## src/rtl/snake_dir_ctrl.sv

```systemverilog
// Snake heading controller: button edge detection, turn validation, turn queue, IDLE/RUN/PAUSED/OVER FSM.
// Optional drop statistics output enabled by defining SNAKE_DIR_STATS_EN.
module snake_dir_ctrl #(
   parameter logic [1:0] INIT_DIR = 2'b11,
   parameter int         QDEPTH   = 2
) (
   input  logic       clk,
   input  logic       reset_n,
   input  logic       btn_up,
   input  logic       btn_down,
   input  logic       btn_left,
   input  logic       btn_right,
   input  logic       btn_pause,
   input  logic       move_tick,
   input  logic       game_over,
   output logic [1:0] dir,
   output logic       dir_strobe,
   output logic       running,
   output logic [1:0] state,
   output logic [2:0] q_count
`ifdef SNAKE_DIR_STATS_EN
   ,
   output logic [7:0] drop_cnt
`endif
);

   typedef enum logic [1:0] {
      S_IDLE   = 2'b00,
      S_RUN    = 2'b01,
      S_PAUSED = 2'b10,
      S_OVER   = 2'b11
   } state_t;

   state_t     r_state;
   logic [1:0] r_dir;
   logic [1:0] r_last_req;
   logic       r_strobe;
   logic       r_running;
   logic [2:0] r_count;
   logic [4:0] r_prev;
   logic [4:0] r_press;
   logic [1:0] r_q [QDEPTH];

   logic [4:0] w_level;
   logic [1:0] w_req_d;
   logic       w_dir_vld;
   logic       w_pause;
   logic       w_accept;
   logic       w_run_act;
   logic       w_pop;
   logic       w_push;
   logic [2:0] w_wr_idx;
   logic [1:0] w_q_shift [QDEPTH];

   // Bit index equals the direction code, so priority is simply lowest index first.
   assign w_level   = {btn_pause, btn_right, btn_left, btn_down, btn_up};
   assign w_dir_vld = |r_press[3:0];
   assign w_pause   = r_press[4];
   assign w_req_d   = r_press[0] ? 2'b00 :
                      r_press[1] ? 2'b01 :
                      r_press[2] ? 2'b10 : 2'b11;
   assign w_accept  = w_dir_vld && (w_req_d[1] != r_last_req[1]);
   assign w_run_act = (r_state == S_RUN) && !game_over;
   assign w_pop     = w_run_act && move_tick && (r_count != 3'd0);
   assign w_push    = w_run_act && w_accept && ((r_count < 3'(QDEPTH)) || w_pop);
   assign w_wr_idx  = r_count - {2'b00, w_pop};

   always_ff @(posedge clk or negedge reset_n) begin
      if (!reset_n) begin
         r_prev  <= 5'b11111;
         r_press <= 5'b00000;
      end else begin
         r_prev  <= w_level;
         r_press <= w_level & ~r_prev;
      end
   end

   genvar gi;
   generate
      for (gi = 0; gi < QDEPTH; gi++) begin : g_shift
         if (gi < QDEPTH - 1) begin : g_mid
            assign w_q_shift[gi] = r_q[gi+1];
         end else begin : g_tail
            assign w_q_shift[gi] = r_q[gi];
         end
      end
   endgenerate

   // Head lives at index 0; a pop shifts down and a simultaneous push lands one slot lower.
   always_ff @(posedge clk or negedge reset_n) begin
      if (!reset_n) begin
         for (int i = 0; i < QDEPTH; i++) r_q[i] <= 2'b00;
      end else begin
         for (int i = 0; i < QDEPTH; i++) begin
            if (w_push && (w_wr_idx == 3'(i)))
               r_q[i] <= w_req_d;
            else if (w_pop)
               r_q[i] <= w_q_shift[i];
         end
      end
   end

   always_ff @(posedge clk or negedge reset_n) begin
      if (!reset_n) begin
         r_state    <= S_IDLE;
         r_dir      <= INIT_DIR;
         r_last_req <= INIT_DIR;
         r_strobe   <= 1'b0;
         r_running  <= 1'b0;
         r_count    <= 3'd0;
      end else begin
         r_strobe <= 1'b0;
         case (r_state)
            S_IDLE: begin
               if (w_accept) begin
                  r_state    <= S_RUN;
                  r_running  <= 1'b1;
                  r_dir      <= w_req_d;
                  r_last_req <= w_req_d;
                  r_strobe   <= 1'b1;
               end
            end
            S_RUN: begin
               if (game_over) begin
                  r_state    <= S_OVER;
                  r_running  <= 1'b0;
                  r_count    <= 3'd0;
                  r_last_req <= r_dir;
               end else begin
                  if (w_pause) begin
                     r_state   <= S_PAUSED;
                     r_running <= 1'b0;
                  end
                  if (w_pop) begin
                     r_dir    <= r_q[0];
                     r_strobe <= (r_q[0] != r_dir);
                  end
                  if (w_push) r_last_req <= w_req_d;
                  r_count <= r_count + {2'b00, w_push} - {2'b00, w_pop};
               end
            end
            S_PAUSED: begin
               if (game_over) begin
                  r_state    <= S_OVER;
                  r_count    <= 3'd0;
                  r_last_req <= r_dir;
               end else if (w_pause) begin
                  r_state   <= S_RUN;
                  r_running <= 1'b1;
               end
            end
            default: begin
               if (w_pause) begin
                  r_state    <= S_IDLE;
                  r_dir      <= INIT_DIR;
                  r_last_req <= INIT_DIR;
                  r_strobe   <= (r_dir != INIT_DIR);
               end
            end
         endcase
      end
   end

`ifdef SNAKE_DIR_STATS_EN
   logic [7:0] r_drop_cnt;

   always_ff @(posedge clk or negedge reset_n) begin
      if (!reset_n) begin
         r_drop_cnt <= 8'd0;
      end else if ((r_state == S_OVER) && w_pause) begin
         r_drop_cnt <= 8'd0;
      end else if (w_run_act && w_dir_vld && !w_push && (r_drop_cnt != 8'hFF)) begin
         r_drop_cnt <= r_drop_cnt + 8'd1;
      end
   end

   assign drop_cnt = r_drop_cnt;
`endif

   assign dir        = r_dir;
   assign dir_strobe = r_strobe;
   assign running    = r_running;
   assign state      = r_state;
   assign q_count    = r_count;

endmodule

```

## config.mk

```make
export PLATFORM = sky130hd
export DESIGN_NAME = snake_dir_ctrl
export DESIGN_NICKNAME = d
export VERILOG_FILES = /design/src/rtl/snake_dir_ctrl.sv
export SDC_FILE = /design/constraint.sdc
export NUM_CORES = 1
export LEC_CHECK = 0
export CORE_ASPECT_RATIO = 0.5
export CORE_MARGIN = 2
export CORE_UTILIZATION = 45
export CTS_CLUSTER_SIZE = 24
export DETAILED_ROUTE_END_ITERATION = 16
export GPL_TIMING_DRIVEN = 0
export PLACE_DENSITY_LB_ADDON = 0.25
export SLEW_MARGIN = 40
export SYNTH_ARGS = -nofsm -noshare
export SYNTH_HDL_FRONTEND = slang
export SYNTH_SLANG_ARGS = --single-unit
export TNS_END_PERCENT = 1
```

## constraint.sdc

```tcl
create_clock -name clk -period 2.7 [get_ports clk]
set_input_delay 0.675 -clock clk [delete_from_list [all_inputs] [get_ports clk]]
set_output_delay 0.675 -clock clk [all_outputs]
set_load 0.01 [all_outputs]
```

==> summary.txt <==
Critical path
  • Worst path required time: 2.89 ns
  • Worst setup path class: in2reg
  • Crit-path slowest cell: clkdlybuf4s50_1
  • Critical path launch point type: input port
  • Slowest stage delay, CP: 0.54 ns
  • Crit-path max FO: 5
  • Most used cell, CP: inv_1
  • Critical path endpoint category: flip-flop
  • Arrival @ worst endpoint: 2.82 ns
  • Worst-path cell chain: clkdlybuf4s50_1 > a21oi_2 > or3_4 > ha_4 > inv_1 > ha_1 > inv_1 > fa_2 > o21ai_0

Synth
  • Post-Syn Area: 1375 um2
  • Sequential area share after synthesis: 44.40%
  • Leading area contributor after synthesis: dfrtp_1
  • Synth async-reset ratio: 100.0%
  • EDFF count, synth: 0
  • Main flop type after synthesis: dfrtp_1
  • Average size of a mapped cell: 11.00 um2
  • Netlist cell types: 50
  • Largest cells by area after synthesis: dfrtp_1 29%, dfstp_2 15%, ha_1 4.5%, mux2i_1 4.4%, inv_1 3.3%
  • FF+latch count, synth: 24
  • Net Count, Synth: 140
  • Syn Inst Count: 125
  • Top-area cell type share of the netlist area: 29.12%
  • Yosys synthesis warning count: 0

Global route
  • Largest net degree at the start of global routing: 25
  • Gr usage total: 16.23%
  • First-pass GRT wire length: 4319 um
  • Initial antenna violation count: 0
  • Total gr overflow: 0
  • Vias in the first global route: 903

Timing
  • Period minus WS final: 2.630 ns
  • Worst slew margin: 64.41%
  • Slew Viols, Final: 0
  • RSZ-0062 raised after global routing: true
  • Worst hold slack: 0.3830 ns
  • Final setup viols: 0
  • Final hold vios: 0
  • Worst Tran Pin Value: 0.5298 ns
  • Tcrit/Tclk final: 97.41%
  • Highest clock rate: 380.2 MHz
  • Skew final: 0.005490 ns
  • Worst Slack Setup Final: 0.07000 ns
  • Sum Neg Setup Slack: 0 ns

Route
  • Wire per inst: 13.99 um
  • Vias: 999
  • Via/cell ratio: 5.314
  • DRC Markers: 0
  • 1st-iter DRT viols: 60
  • WL final: 2631 um
  • DRT Pass-1 Iters: 4
  • Antenna viol nets, final: 0

Clock network
  • CTS buffer count: 3
  • H-tree depth: 1
  • CTS root buffer: clkbuf_8
  • Longest Clk Path Bufs: 2
  • # clock sinks: 24
  • Clock Latency Late Sink: 0.27 ns
  • Hold_buf cts: 0
  • Worst-path clk slew: 0.09 ns
  • TritonCTS clock tree: yes

Floorplanning
  • Die Ht: 43.09 um
  • Core region area: 2960 um2
  • Initial Util: 46.45%
  • Die Wd: 82.18 um
  • I/O Pins: 18
  • Site row count: 14
  • Die area: 3541 um2

Power
  • P_leak: 0.6915 nW
  • PD cells: 829.6 nW/um2
  • Max VDD drop: 0.3385 mV
  • Total power: 1.412 mW

Finish
  • Inserted Diodes: 0
  • Fraction of layout instances using a drive strength above 1: 25.00%
  • Util after Layout: 57.48%
  • Area added between synthesis and finish: 23.75%
  • Count of nets after finishing: 164
  • Final Instance Area: 1702 um2
  • Most frequent cells in the layout: 15 x dfrtp_1, 15 x clkdlybuf4s50_1, 12 x inv_1, 8 x dfstp_2, 7 x nand2_1
  • Finished Layout Cells: 188

Placement
  • GPL Wtd Cong: 0.7741
  • Port Buffer Count: 16
  • Pre-CTS setup slack: -0.1979 ns
  • Placed inst area: 1602 um2
  • Hpwl dp: 1790 um
  • Inst Count DP: 181

Status
  • Status: finished, final reports clean

Flow run
  • Max_cap viols: 0

Min path
  • Min-delay worst type: in2async
-- worst max-delay path: cells and delay by family --
| kind | cells | cell delay, ns |
|---|---|---|
| buffers and inverters | 3 | 0.64 |
| adder cells (fa/ha/maj) | 3 | 0.84 |
| AO/OA/AOI/OAI | 2 | 0.30 |
| AND/OR/NAND/NOR | 1 | 0.36 |
-- power breakdown --
group          leakage, nW  internal (mW)  switching, mW
registers            0.276          0.449         0.0704
logic                0.380          0.288          0.292
clock network       0.0357          0.198          0.114
-- Yosys cell counts (2+ instances only) --
cell and n:
a211oi_1 3, a21oi_1 3, and3_1 2, buf_2 3
dfrtp_1 16, dfstp_2 8, ha_1 5, inv_1 12
mux2_2 2, mux2i_1 6, nand2_1 7, nand3b_1 2
nor2b_1 5, nor3_1 3, nor3b_1 3, o21a_1 2
o21ai_0 6, o21bai_1 2, xnor2_1 4
-- what timing repair did --
| item | 4_1_cts | 5_1_grt |
|---|---|---|
| setup buffers | 0 | 3 |
| gates resized for setup | 0 | 2 |
| hold endpoints to repair | 0 | 0 |
| setup endpoints to repair | 0 | 4 |
-- flip-flops by register name (all words and copies together), names as in the netlist --
signal	flops
r_press	5
dir	2
r_prev	5
r_last_req	1
q_count	3
r_q	4
state	2
dir_strobe	1
running	1
-- worst paths after layout --
path | end | slack, ns | cells past startpoint | startpoint
worst max-delay path | q_count[1] | 0.07 | 9 | move_tick
worst min-delay path | state[0] | 0.38 | 1 | reset_n
worst max register to register | q_count[1] | 0.10 | 10 | r_press[1]
worst min register to register | r_press[0] | 0.49 | 1 | r_prev[0]
max in group asynchronous | q_count[1] | 1.93 | 1 | reset_n
min in group clk | r_press[0] | 0.49 | 1 | r_prev[0]
-- layout make-up --
class,count,area (um2)
well taps,40,50.05
repair buffers,19,177.7
clock inverters,1,30.03
plain buffers,7,47.55
clock buffers,3,41.29
multi-input cells,82,698.2
inverters,12,45.04
flip-flops and latches,24,611.8
fillers,264,1259
-- kinds of logic (layout without fill, tap and decap cells) --
family	count (synthesis)	count (layout)	share of synthesized area, %
buffers and inverters	19	42	6.551
xor gates and xnor gates	4	4	2.548
AOI/OAI and AO/OA	31	31	16.83
and+or+nand+nor	33	33	17.65
DFF	24	24	44.40
muxes	8	8	6.006
adders and majority gates	6	6	6.006
-- routing by layer --
layer / global-route usage, % / up-vias / wire (um)
met1: 24.53 / 481 / 1348
met2: 23.09 / 23 / 1157
li1: - / 493 / -
met4: 3.000 / 0 / 14
met5: 0 / - / 0
met3: 4.681 / 2 / 110
(Power assumes the default switching activity.)
